**src/rtl/word_scroll_ctrl_if.sv**
```systemverilog
// Host-side bundle for the scrolling word controller: word-store writes,
// run control pulses and the three character codes plus status it returns.
interface word_scroll_ctrl_if;
    logic       Wr;
    logic [2:0] WrAddr;
    logic [1:0] WrData;
    logic [2:0] Len;
    logic       Start;
    logic       Stop;
    logic       Step;
    logic       Dir;
    logic [1:0] Char2;
    logic [1:0] Char1;
    logic [1:0] Char0;
    logic [2:0] Pos;
    logic       Running;
    logic       Tick;

    modport master (
        output Wr, WrAddr, WrData, Len, Start, Stop, Step, Dir,
        input  Char2, Char1, Char0, Pos, Running, Tick
    );

    modport slave (
        input  Wr, WrAddr, WrData, Len, Start, Stop, Step, Dir,
        output Char2, Char1, Char0, Pos, Running, Tick
    );
endinterface

```
**src/rtl/word_scroll_ctrl.sv**
```systemverilog
// Scroll controller for the three-digit character display. Holds an 8-slot
// word of 2-bit codes, rotates a head index either on a prescaled timer (RUN)
// or on manual steps (HALT), and presents three consecutive characters.
module word_scroll_ctrl #(
    parameter int TICK_DIV = 50_000_000,
    parameter int DEPTH    = 8
) (
    input  logic              Clock,
    input  logic              Reset,
    word_scroll_ctrl_if.slave bus
);
    localparam int CNT_W = (TICK_DIV > 2) ? $clog2(TICK_DIV) : 1;
    localparam logic [CNT_W-1:0] CNT_TERM = CNT_W'(TICK_DIV - 1);

    typedef enum logic {ST_HALT, ST_RUN} state_t;

    state_t           state_q, state_d;
    logic [CNT_W-1:0] cnt_q, cnt_d;
    logic [2:0]       pos_q, pos_d;
    logic [2:0]       len_q, len_d;      // word length minus one
    logic             running_q, running_d;
    logic             tick_q, tick_d;
    logic [1:0]       char2_q, char2_d;
    logic [1:0]       char1_q, char1_d;
    logic [1:0]       char0_q, char0_d;
    logic [1:0]       mem_q [DEPTH];
    logic [1:0]       mem_d [DEPTH];

    logic             start_ok;
    logic             advance;
    logic [3:0]       len_full;
    logic [3:0]       idx1_raw, idx2_raw, idx1_sub, idx2_sub;
    logic [2:0]       idx1, idx2;

    // Word store: each slot is an independent register, writable in any state.
    for (genvar gi = 0; gi < DEPTH; gi++) begin : g_slot
        always_comb begin
            mem_d[gi] = mem_q[gi];
            if (bus.Wr && (bus.WrAddr == 3'(gi)))
                mem_d[gi] = bus.WrData;
        end

        always_ff @(posedge Clock) begin
            if (Reset) mem_q[gi] <= 2'b11;
            else       mem_q[gi] <= mem_d[gi];
        end
    end

    // Next state, prescaler and head position; Stop overrides a coincident Start.
    always_comb begin
        state_d  = state_q;
        cnt_d    = cnt_q;
        pos_d    = pos_q;
        len_d    = len_q;
        advance  = 1'b0;
        start_ok = bus.Start & ~bus.Stop;
        case (state_q)
            ST_HALT: begin
                cnt_d = '0;
                if (start_ok) begin
                    state_d = ST_RUN;
                    len_d   = bus.Len;
                    pos_d   = 3'd0;
                end else if (bus.Step) begin
                    advance = 1'b1;
                end
            end
            ST_RUN: begin
                if (bus.Stop) begin
                    state_d = ST_HALT;
                    cnt_d   = '0;
                end else if (bus.Start) begin
                    len_d = bus.Len;
                    pos_d = 3'd0;
                    cnt_d = '0;
                end else if (cnt_q == CNT_TERM) begin
                    cnt_d   = '0;
                    advance = 1'b1;
                end else begin
                    cnt_d = cnt_q + 1'b1;
                end
            end
            default: state_d = ST_HALT;
        endcase
        if (advance) begin
            if (bus.Dir) pos_d = (pos_q == 3'd0)  ? len_q : pos_q - 3'd1;
            else         pos_d = (pos_q == len_q) ? 3'd0  : pos_q + 3'd1;
        end
        running_d = (state_d == ST_RUN);
        tick_d    = advance;
    end

    // Neighbour indices wrap modulo L by compare-and-subtract; pos < L always holds.
    always_comb begin
        len_full = {1'b0, len_q} + 4'd1;
        idx1_raw = {1'b0, pos_q} + 4'd1;
        idx1_sub = idx1_raw - len_full;
        idx1     = (idx1_raw >= len_full) ? idx1_sub[2:0] : idx1_raw[2:0];
        idx2_raw = {1'b0, idx1} + 4'd1;
        idx2_sub = idx2_raw - len_full;
        idx2     = (idx2_raw >= len_full) ? idx2_sub[2:0] : idx2_raw[2:0];
        char2_d  = mem_q[pos_q];
        char1_d  = mem_q[idx1];
        char0_d  = mem_q[idx2];
    end

    // Control FSM with all outputs registered.
    always_ff @(posedge Clock) begin
        if (Reset) begin
            state_q   <= ST_HALT;
            cnt_q     <= '0;
            pos_q     <= 3'd0;
            len_q     <= 3'd2;
            running_q <= 1'b0;
            tick_q    <= 1'b0;
            char2_q   <= 2'b11;
            char1_q   <= 2'b11;
            char0_q   <= 2'b11;
        end else begin
            state_q   <= state_d;
            cnt_q     <= cnt_d;
            pos_q     <= pos_d;
            len_q     <= len_d;
            running_q <= running_d;
            tick_q    <= tick_d;
            char2_q   <= char2_d;
            char1_q   <= char1_d;
            char0_q   <= char0_d;
        end
    end

    assign bus.Char2   = char2_q;
    assign bus.Char1   = char1_q;
    assign bus.Char0   = char0_q;
    assign bus.Pos     = pos_q;
    assign bus.Running = running_q;
    assign bus.Tick    = tick_q;
endmodule

```
**src/flat_wrapper.sv**
```systemverilog
// flat-port wrapper written by rule: the top's interface ports become plain ports
module word_scroll_ctrl_flat 
#(
    parameter int TICK_DIV = 50_000_000,
    parameter int DEPTH    = 8
)
  (Clock, Reset, bus_Wr, bus_WrAddr, bus_WrData, bus_Len, bus_Start, bus_Stop, bus_Step, bus_Dir, bus_Char2, bus_Char1, bus_Char0, bus_Pos, bus_Running, bus_Tick);
  word_scroll_ctrl_if bus_i ();
  input  logic Clock;
  input  logic Reset;
  input wire logic [$bits(bus_i.Wr)-1:0] bus_Wr;
  input wire logic [$bits(bus_i.WrAddr)-1:0] bus_WrAddr;
  input wire logic [$bits(bus_i.WrData)-1:0] bus_WrData;
  input wire logic [$bits(bus_i.Len)-1:0] bus_Len;
  input wire logic [$bits(bus_i.Start)-1:0] bus_Start;
  input wire logic [$bits(bus_i.Stop)-1:0] bus_Stop;
  input wire logic [$bits(bus_i.Step)-1:0] bus_Step;
  input wire logic [$bits(bus_i.Dir)-1:0] bus_Dir;
  output wire logic [$bits(bus_i.Char2)-1:0] bus_Char2;
  output wire logic [$bits(bus_i.Char1)-1:0] bus_Char1;
  output wire logic [$bits(bus_i.Char0)-1:0] bus_Char0;
  output wire logic [$bits(bus_i.Pos)-1:0] bus_Pos;
  output wire logic [$bits(bus_i.Running)-1:0] bus_Running;
  output wire logic [$bits(bus_i.Tick)-1:0] bus_Tick;
  assign bus_i.Wr = bus_Wr;
  assign bus_i.WrAddr = bus_WrAddr;
  assign bus_i.WrData = bus_WrData;
  assign bus_i.Len = bus_Len;
  assign bus_i.Start = bus_Start;
  assign bus_i.Stop = bus_Stop;
  assign bus_i.Step = bus_Step;
  assign bus_i.Dir = bus_Dir;
  assign bus_Char2 = bus_i.Char2;
  assign bus_Char1 = bus_i.Char1;
  assign bus_Char0 = bus_i.Char0;
  assign bus_Pos = bus_i.Pos;
  assign bus_Running = bus_i.Running;
  assign bus_Tick = bus_i.Tick;
  word_scroll_ctrl #(.TICK_DIV(TICK_DIV), .DEPTH(DEPTH)) u_core (.Clock(Clock), .Reset(Reset), .bus(bus_i));
endmodule
```
**config.mk**
```make
export PLATFORM = sky130hd
export DESIGN_NAME = word_scroll_ctrl_flat
export DESIGN_NICKNAME = d
export VERILOG_FILES = /design/src/rtl/word_scroll_ctrl_if.sv /design/src/rtl/word_scroll_ctrl.sv /design/src/flat_wrapper.sv
export SDC_FILE = /design/constraint.sdc
export NUM_CORES = 1
export LEC_CHECK = 0
export CORE_AREA = 8 8 89 91
export DETAILED_ROUTE_END_ITERATION = 16
export DIE_AREA = 0 0 97 99
export GPL_TIMING_DRIVEN = 0
export HOLD_SLACK_MARGIN = 0.02
export PLACE_DENSITY = 0.78
export REMOVE_ABC_BUFFERS = 1
export SLEW_MARGIN = 0
export SYNTH_ARGS = -nofsm -noshare
export SYNTH_HDL_FRONTEND = slang
export SYNTH_SLANG_ARGS = --single-unit
```
**constraint.sdc**
```tcl
create_clock -name Clock -period 6.6 [get_ports Clock]
set_input_delay 1.65 -clock Clock [delete_from_list [all_inputs] [get_ports Clock]]
set_output_delay 1.65 -clock Clock [all_outputs]
set_load 0.005 [all_outputs]
```
==> run metrics, run 1 <==
asr flop ratio synth=0; die width=97 µm; Pre-antenna DRT Iters=4; Net count, final=387; CTS tree=done; Combinational Power Share=0.433; Detail Route Antenna Nets=0; switching pwr=0.0003699 W; final number of setup-violating endpoints=0; final hold violation count=0; Vias per Instance=5.549; residual DRC count=0; fin crit share=0.7853; port buffer count=25; Synth cell types=59; max-slew violations=0; number of synthesized flops with an enable pin=16; area grow syn2layout=12.76%; RSZ-0062 raised after global routing=no; Synth Flop Type=dfxtp_1; CP dominant cell by count=ha_1; # Post-CTS Setup Buffers=0; Clock Skews=8.521 ps; worst-path cell chain=inv_1 > ha_1 > inv_1 > fa_1 > a21boi_1 > o21ai_2 > nor2_1 > a21oi_1 > ha_1 > xor2_2 > ha_1 > o21ai_1 > a31oi_1 > nor2_2 > mux2i_4 > mux2i_1 > mux2_1 > a22oi_2; Crit. End Element=flip-flop; initial DRC count=100; CP max-delay cell=dfxtp_1; Placement Cell Area=3538 µm²; Worst EP required=6850 ps; Worst-Skew Late Latency=310 ps; H-tree levels=2; Mapped Cells=337; total track usage=0.1342; Worst Path Max Fanout=12; vias in the first global route=2,439; # resized after CTS=0; routed len/inst=14.48 µm; Synth Cell Area=3246 µm²; Root Buffer=clkbuf_8; routability cong.=0.8352; worst slew pin tran=1006 ps; WL final=6328 µm; CP Launch Type=flip-flop; PnR Total Power=0.001099 W; number of max-cap violations=0; synth warn=0; Final Critical Period=5183 ps; area of the core=6569 µm²; Final TNS setup=0 ps; CTS Sinks=56; row cnt=30; commonest non-fill, non-tap cell in the layout=nor2_1; placed cell count=429; fraction of the yosys area taken by sequential cells=0.3948; first-pass GRT wire length=10,960 µm; Switching Fraction=0.3366; Cell Int Power=0.0007290 W; count of non-filler cells in the finished layout=437; Syn Area/Cell=9.631 µm²; Leak=1.375 nW; number of antenna violations at the first check in global routing=0; FILL cells=576; total CTS buffers=5; sequential standard cell area=1281 µm²; Congestion Overflow GR=0; die area=9603 µm²; pin count of the biggest net entering global routing=28; num ports=26; Clock transition at path regs=100 ps; pwr dens=300.3 nW/µm²; Multi-input gate area=1854 µm²; CP top delay family=adder cells; commonest non-fill, non-tap cells in the layout=nor2_1, dfxtp_1, nand2_1; Detail Placement HPWL=4805 µm; Worst VDD drop=290.9 µV; status=finished, final reports clean; Hold WC Path Type=reg2reg; starting density of the core=0.4941; CP arrival=5430 ps; DR vias=2,425; Critical Path Max Stage Delay=670 ps; layout cells sized above 1=0.08403; CP Class=reg2reg; normalized max-slew margin=0.3270; clock group share of total power=0.211; hold-fix buffers at CTS=0; register bit total from synthesis=56; Antenna diodes=0; crit path buf inv count=2; die height=99 µm; fmax=192.9 MHz; Design Area, Final=3660 µm²; clock buffer depth=2; power share of the sequential group=0.356
registers in the layout, indices dropped and copies added, names as in the netlist:
name,count
u_core.bus.Char0,2
u_core.bus.Char1,2
u_core.bus.Char2,2
u_core.bus.Pos,3
u_core.bus.Tick,1
u_core.cnt_q,26
u_core.len_q,3
u_core.mem_q,16
u_core.state_q,1
worst register-to-register path: stages (launching register included):
cell      delay, ps
dfxtp_1         670
inv_1           130
ha_1            400
inv_1            90
fa_1            490
a21boi_1        170
o21ai_2         200
nor2_1           60
a21oi_1         540
ha_1            320
xor2_2          180
ha_1            280
o21ai_1         140
a31oi_1          60
nor2_2          270
mux2i_4         500
mux2i_1         160
mux2_1          320
a22oi_2         120
routing by layer:
layer / GRT usage / part of all wire / vias to the layer above
met2: 0.2344 / 0.50 / 53
li1: - / - / 1229
met5: 0 / 0 / -
met1: 0.1520 / 0.44 / 1131
met3: 0.03289 / 0.047 / 12
met4: 0.05680 / 0.020 / 0
kinds of logic after synthesis:
kind of cell / after synthesis / share of synthesized area
AOI/OAI and AO/OA: 52 / 0.1149
xor gates and xnor gates: 28 / 0.07787
adders and majority gates: 16 / 0.06631
buffers and inverters: 27 / 0.03393
DFF: 56 / 0.3948
muxes: 27 / 0.1064
and+or+nand+nor: 131 / 0.2059
synth_stat cells (4+ instances only):
cell | number | area (µm²)
ha_1 | 14 | 175.2
clkbuf_1 | 8 | 30.03
xor2_1 | 16 | 140.1
a211o_1 | 6 | 52.55
dfxtp_1 | 40 | 800.8
nor2b_1 | 8 | 50.05
nand4_1 | 4 | 25.02
buf_2 | 4 | 20.02
mux4_2 | 4 | 90.09
mux2i_1 | 15 | 150.1
nor2_1 | 45 | 168.9
a21oi_1 | 10 | 50.05
inv_1 | 13 | 48.80
nor3_1 | 5 | 25.02
o21ai_0 | 5 | 25.02
xnor2_1 | 11 | 96.34
edfxtp_1 | 16 | 480.5
nand3_1 | 9 | 45.04
a21o_1 | 8 | 60.06
nand2_1 | 32 | 120.1
and3_1 | 6 | 37.54
power groups by stage:
stage          Combinational (W)  Sequential (W)  Clock, W
6_report                0.000476        0.000392  0.000232
5_1_grt                 0.000525        0.000395  0.000247
4_1_cts                 0.000479        0.000392  0.000235
3_3_place_gp            0.000467        0.000399         0
2_1_floorplan           0.000370        0.000397         0
3_5_place_dp            0.000477        0.000400         0
final cells by class:
class / count / area share
clock buffer: 8 / 0.03316
inverter: 14 / 0.01436
multi-input combinational: 254 / 0.5067
sequential: 56 / 0.3501
tap: 80 / 0.02735
timing repair buffer: 25 / 0.06838
through the flow:
stage                     hold WS (ps)    util  setup WS, ps
final                            494.1  0.5571          1417
after global routing             535.6  0.5571          1019
after CTS                        498.8  0.5571          1384
after detailed placement         481.5  0.5387          1422
after global placement           464.0  0.5387          1596
after floorplan                  458.3       -          2102
path summary, 6_finish.rpt:
check / to / slack, ps / start / cells past startpoint
worst max-delay path: u_core.bus.Char0[0] / 1420 / u_core.bus.Pos[0] / 18
worst min-delay path: u_core.cnt_q[25] / 490 / u_core.cnt_q[25] / 2
worst max register to register: u_core.bus.Char0[0] / 1420 / u_core.bus.Pos[0] / 18
worst min register to register: u_core.cnt_q[25] / 490 / u_core.cnt_q[25] / 2
(Power assumes the default switching activity.)
==> inputs of run 2 (changes only) <==
- clock period: 6.6 -> 5.35 ns (I/O delays scaled with it)
==> run 2 against run 1 <==
Clock power rose by 23%. Combinational power rose by 25%. Via count fell by 0.16%. Largest power group unchanged. Utilization rose by 0.17 points. Critical path depth did not move. Design area rose by 0.31%. Sequential power rose by 23%. Setup slack got worse by 1100 ps. Hold slack barely moved.
==> run metrics, run 2 (same netlist as run 1, synthesis figures left out) <==
Detail Placement HPWL=4805 µm (unchanged); total CTS buffers=5 (unchanged); routability cong.=0.8352 (unchanged); met2 WL=3111 µm (was 3144 µm); Final Critical Period=4987 ps (was 5183 ps); Critical Path Max Stage Delay=660 ps (was 670 ps); max reg flops=26 (unchanged); placed cell count=429 (unchanged); area grow syn2layout=13.11% (was 12.76%); vias in the first global route=2,439 (unchanged); Congestion Overflow GR=0 (unchanged); Clock transition at path regs=100 ps (about the same); R2R Path End=u_core.bus.Char0[0] (unchanged); fin crit share=0.9321 (was 0.7853); worst-path cell chain=inv_1 > ha_1 > inv_1 > fa_1 > a21boi_1 > o21ai_2 > nor2_1 > a21oi_2 > ha_1 > xor2_2 > ha_1 > o21ai_1 > a31oi_1 > nor2_2 > mux2i_4 > mux2i_1 > mux2_1 > a22oi_2 (was inv_1 > ha_1 > inv_1 > fa_1 > a21boi_1 > o21ai_2 > nor2_1 > a21oi_1 > ha_1 > xor2_2 > ha_1 > o21ai_1 > a31oi_1 > nor2_2 > mux2i_4 > mux2i_1 > mux2_1 > a22oi_2); number of max-cap violations=0 (unchanged); WL met1=2797 µm (was 2760 µm); total track usage=0.1342 (unchanged); worst setup margin=363.2 ps (was 1417 ps); reg2reg setup slack=360 ps (was 1420 ps); starting density of the core=0.4941 (unchanged); Util after Layout=0.5589 (was 0.5571); count of non-filler cells in the finished layout=437 (unchanged); reg2reg start=u_core.bus.Pos[0] (unchanged); Worst-Skew Late Latency=310 ps (about the same); DR vias=2,421 (was 2,425); pwr dens=370.9 nW/µm² (was 300.3 nW/µm²); Vias per Instance=5.540 (was 5.549); Crit. End Element=flip-flop (unchanged); Hold WC Path Type=reg2reg (unchanged); CP dominant cell by count=ha_1 (unchanged); Leak=1.376 nW (was 1.375 nW); row cnt=30 (unchanged); biggest regs=u_core.cnt_q x26, u_core.mem_q x16 (unchanged); CP arrival=5230 ps (was 5430 ps); Worst EP required=5600 ps (was 6850 ps); Pre-antenna DRT Iters=4 (unchanged); pin count of the biggest net entering global routing=28 (unchanged); die area=9603 µm² (unchanged); final number of setup-violating endpoints=0 (unchanged); Placement Setup Slack=171.7 ps (was 1422 ps); layout cells sized above 1=0.08683 (was 0.08403); end of the critical path=u_core.bus.Char0[0] (unchanged); Clock Skews=7.659 ps (was 8.521 ps); Met3 Wirelength=289 µm (was 298 µm); commonest non-fill, non-tap cells in the layout=nor2_1, dfxtp_1, nand2_1 (unchanged); Hold Path Stages=2 (unchanged); CTS Sinks=56 (unchanged); fmax=200.5 MHz (was 192.9 MHz); hold-fix buffers at CTS=0 (unchanged); Worst Setup SP=u_core.bus.Pos[0] (unchanged); Root Buffer=clkbuf_8 (unchanged); die height=99 µm (unchanged); worst slew pin tran=998.8 ps (was 1006 ps); H-tree levels=2 (unchanged); CP Launch Type=flip-flop (unchanged); Antenna diodes=0 (unchanged); Most flops, register=u_core.cnt_q (unchanged); num ports=26 (unchanged); WL final=6323 µm (was 6328 µm); first-pass GRT wire length=10,960 µm (unchanged); max-slew violations=0 (unchanged); CTS tree=done (unchanged); CP Class=reg2reg (unchanged); die width=97 µm (unchanged); status=finished, final reports clean (unchanged); initial DRC count=81 (was 100); Detail Route Antenna Nets=0 (unchanged); Worst VDD drop=361.9 µV (was 290.9 µV); number of antenna violations at the first check in global routing=0 (unchanged); area of the core=6569 µm² (unchanged); Worst Path Max Fanout=12 (unchanged); Reg2Reg Depth=18 (unchanged); top sig layer=met4 (unchanged); routed len/inst=14.47 µm (was 14.48 µm); CP max-delay cell=dfxtp_1 (unchanged); clock buffer depth=2 (unchanged); residual DRC count=0 (unchanged); port buffer count=25 (unchanged); final hold violation count=0 (unchanged); normalized max-slew margin=0.3320 (was 0.3270); commonest non-fill, non-tap cell in the layout=nor2_1 (unchanged); Net count, final=387 (unchanged)
-- run 2: worst min-delay path by stage --
| stage | end | slack (ps) | from |
|---|---|---|---|
| after global placement | u_core.cnt_q[25] | 460 | u_core.cnt_q[25] |
| after global routing | u_core.cnt_q[0] | 540 | u_core.cnt_q[0] |
| after detailed placement | u_core.cnt_q[25] | 480 | u_core.cnt_q[25] |
| after CTS | u_core.cnt_q[25] | 500 | u_core.cnt_q[25] |
| final | u_core.cnt_q[25] | 490 | u_core.cnt_q[25] |
| after floorplan | u_core.cnt_q[25] | 460 | u_core.cnt_q[25] |
-- run 2: area by class of cell --
| class | count | area [µm²] |
|---|---|---|
| Clock buffer | 8 | 121.4 |
| Multi-Input combinational cell | 254 | 1866 |
| Timing Repair Buffer | 25 | 250.2 |
| Tap cell | 80 | 100.1 |
| Fill cell | 575 | 2898 |
| Inverter | 14 | 52.55 |
| Sequential cell | 56 | 1281 |
-- run 2: per-stage QoR --
stage	power [W]	hold WS [ps]	cell area, µm²	setup TNS [ps]
6_report	0.001361	494.1	3671	0
5_1_grt	0.001446	535.6	3671	-25.06
4_1_cts	0.001364	498.8	3660	0
3_5_place_dp	0.001082	481.5	3538	0
3_3_place_gp	0.001068	464.0	3538	0
2_1_floorplan	0.0009467	458.3	3188	0
-- run 2: worst max-delay path: cells and delay by family, from the launching register on --
| kind | cells | cell delay (ps) |
|---|---|---|
| simple gates | 2 | 360 |
| xor+xnor | 1 | 180 |
| mux | 3 | 980 |
| compound gates | 6 | 1050 |
| fa+ha+maj | 4 | 1460 |
| buf+inv | 2 | 210 |
| flops | 1 | 660 |
-- run 2: timing repair --
item | in CTS | in global routing
gates resized for setup | 0 | 2
buffers inserted | 0 | 0
endpoints found under the setup margin | 0 | 2
-- run 2: layer usage --
metal,up-vias,global-route usage
met2,51,0.2344
met4,0,0.05680
met1,1133,0.1520
li1,1225,-
met5,-,0
met3,12,0.03289
-- run 2: where the power goes --
group | internal (W) | switching (W) | leakage (nW) | total [W]
combinational | 0.000292 | 0.000301 | 0.829 | 0.000593
clock | 0.000147 | 0.000139 | 0.0627 | 0.000285
sequential | 0.000464 | 0.0000197 | 0.485 | 0.000483
total | 0.000902 | 0.000459 | 1.38 | 0.00136
==> inputs of run 3 (changes only) <==
- PLACE_DENSITY: 0.78 -> default
- PLACE_DENSITY_LB_ADDON: default -> 0.2
==> run 3 against run 2 <==
Die area unchanged. Largest cell class unchanged. Clock-buffer cell count down 1. Largest power group unchanged. Non-clock buffer count unchanged. Critical path type unchanged. Fmax up 5.2%.
==> run metrics, run 3 (same netlist as run 1, synthesis figures left out) <==
status=finished, final reports clean (unchanged); WL final=6132 µm (was 6323 µm); Root Buffer=clkbuf_8 (unchanged); Worst EP required=5590 ps (was 5600 ps); port buffer count=25 (unchanged); reg2reg setup slack=610 ps (was 360 ps); PnR Total Power=0.001330 W (was 0.001361 W); Worst Hold Launch=u_core.cnt_q[25] (unchanged); pwr dens=364.0 nW/µm² (was 370.9 nW/µm²); FILL cells=591 (was 575); H-tree levels=2 (unchanged); Worst VDD drop=412.9 µV (was 361.9 µV); Placement Cell Area=3538 µm² (unchanged); area grow syn2layout=12.61% (was 13.11%); DR vias=2,373 (was 2,421); Hold WC Path Type=reg2reg (unchanged); Final Critical Period=4739 ps (was 4987 ps); CP Launch Type=flip-flop (unchanged); grt met2 use=0.2260 (was 0.2344); hold-fix buffers at CTS=0 (unchanged); biggest regs=u_core.cnt_q x26, u_core.mem_q x16 (unchanged); worst slew pin tran=1069 ps (was 998.8 ps); Clock transition at path regs=100 ps (about the same); total track usage=0.1305 (was 0.1342); die height=99 µm (unchanged); pin count of the biggest net entering global routing=28 (unchanged); starting density of the core=0.4941 (unchanged); CTS Sinks=56 (unchanged); fin crit share=0.8859 (was 0.9321); total CTS buffers=5 (unchanged); GR Layer Usage met1=0.1578 (was 0.1520); CP Class=reg2reg (unchanged); max-slew violations=0 (unchanged); max reg flops=26 (unchanged); die width=97 µm (unchanged); Final TNS setup=0 ps (unchanged); Crit. End Element=flip-flop (unchanged); routed len/inst=14.03 µm (was 14.47 µm); Leak=1.368 nW (was 1.376 nW); clock buffer depth=2 (unchanged); row cnt=30 (unchanged); CP arrival=4980 ps (was 5230 ps); number of antenna violations at the first check in global routing=0 (unchanged); R2R Path End=u_core.bus.Char0[0] (unchanged); area of the core=6569 µm² (unchanged); Net count, final=387 (unchanged); num ports=26 (unchanged); reg2reg start=u_core.bus.Pos[0] (unchanged); Hold Crit Endpoint=u_core.cnt_q[25] (unchanged); Reg2Reg Depth=18 (unchanged); initial DRC count=104 (was 81); final number of setup-violating endpoints=0 (unchanged); commonest non-fill, non-tap cells in the layout=nor2_1, dfxtp_1, nand2_1 (unchanged); Congestion Overflow GR=0 (unchanged); Design Area, Final=3655 µm² (was 3671 µm²); global route hottest layer=met2 (unchanged); Antenna diodes=0 (unchanged); commonest non-fill, non-tap cell in the layout=nor2_1 (unchanged); Vias per Instance=5.430 (was 5.540); number of max-cap violations=0 (unchanged); Worst-Skew Late Latency=310 ps (about the same); GR Util met3=0.03359 (was 0.03289); normalized max-slew margin=0.2849 (was 0.3320); die area=9603 µm² (unchanged); first-pass GRT wire length=10,720 µm (was 10,960 µm); Most flops, register=u_core.cnt_q (unchanged); Hold Path Stages=2 (unchanged); final hold violation count=0 (unchanged); Detail Placement HPWL=4557 µm (was 4805 µm); residual DRC count=0 (unchanged); routability cong.=0.7984 (was 0.8352); vias in the first global route=2,365 (was 2,439); Pre-antenna DRT Iters=4 (unchanged); RSZ-0062 raised after global routing=no; Clock Skews=12.20 ps (was 7.659 ps); layout cells sized above 1=0.08964 (was 0.08683); CTS tree=done (unchanged); Worst Path Max Fanout=12 (unchanged); Detail Route Antenna Nets=0 (unchanged); fmax=211.0 MHz (was 200.5 MHz)
## run 3: cell count changes in the layout (fill, tap and decap cells not counted), sizes merged
cell,before,now
clkinv,1,2
clkbuf,8,7
## run 3: repair_timing
action                                  CTS  global route
buffers inserted                          0             0
endpoints found under the setup margin    0             2
gates resized for setup                   0             4
## run 3: per-layer routing
metal  vias up  wire, µm
met5         -         0
met4         0        48
met3         5       237
met2        27      2905
met1      1113      2941
li1       1228         -
## run 3: critical path: stages, from the launching register on
cell      delay [ps]
dfxtp_2          530
inv_1            110
ha_1             370
inv_1             90
fa_1             490
a21boi_1         170
o21ai_2          210
nor2_1            80
a21oi_2          320
ha_1             270
xor2_2           170
ha_1             270
o21ai_1          140
a31oi_1           70
nor2_2           270
mux2i_4          490
mux2i_1          160
mux2_2           290
a22oi_2          170
## run 3: cell type report
| class | instances | area, µm² | share of cell area |
|---|---|---|---|
| Clock buffer | 7 | 97.59 | 0.02670 |
| Clock inverter | 1 | 5.005 | 0.001369 |
| Inverter | 14 | 52.55 | 0.01438 |
| Multi-Input combinational cell | 254 | 1866 | 0.5104 |
| Sequential cell | 56 | 1284 | 0.3512 |
| Tap cell | 80 | 100.1 | 0.02739 |
| Timing Repair Buffer | 25 | 250.2 | 0.06847 |
## run 3: how the worst max path moves through the flow
stage,startpoint,end,slack (ps)
floorplan,u_core.bus.Pos[0],u_core.bus.Char0[0],850
global placement,u_core.bus.Pos[0],u_core.bus.Char0[0],290
detailed placement,u_core.bus.Pos[0],u_core.bus.Char0[0],210
CTS,u_core.bus.Pos[0],u_core.bus.Char0[0],170
global route,u_core.bus.Pos[0],u_core.bus.Char0[0],170
finish,u_core.bus.Pos[0],u_core.bus.Char0[0],610
## run 3: stage by stage
stage	hold slack [ps]	instances	utilization	setup slack, ps
floorplan	458.3	324	-	852.2
global placement	466.3	429	0.5387	287.9
detailed placement	481.3	429	0.5387	213.8
CTS	495.8	437	0.5543	172.8
global route	543.1	437	0.5564	165.9
finish	492.0	437	0.5564	610.5
## run 3: power by group
group | switching (W) | internal (W) | leakage (nW) | total, W
clock network | 0.000133 | 0.000120 | 0.0534 | 0.000254
registers | 0.0000194 | 0.000464 | 0.485 | 0.000483
logic | 0.000300 | 0.000293 | 0.829 | 0.000593
total | 0.000453 | 0.000877 | 1.37 | 0.00133
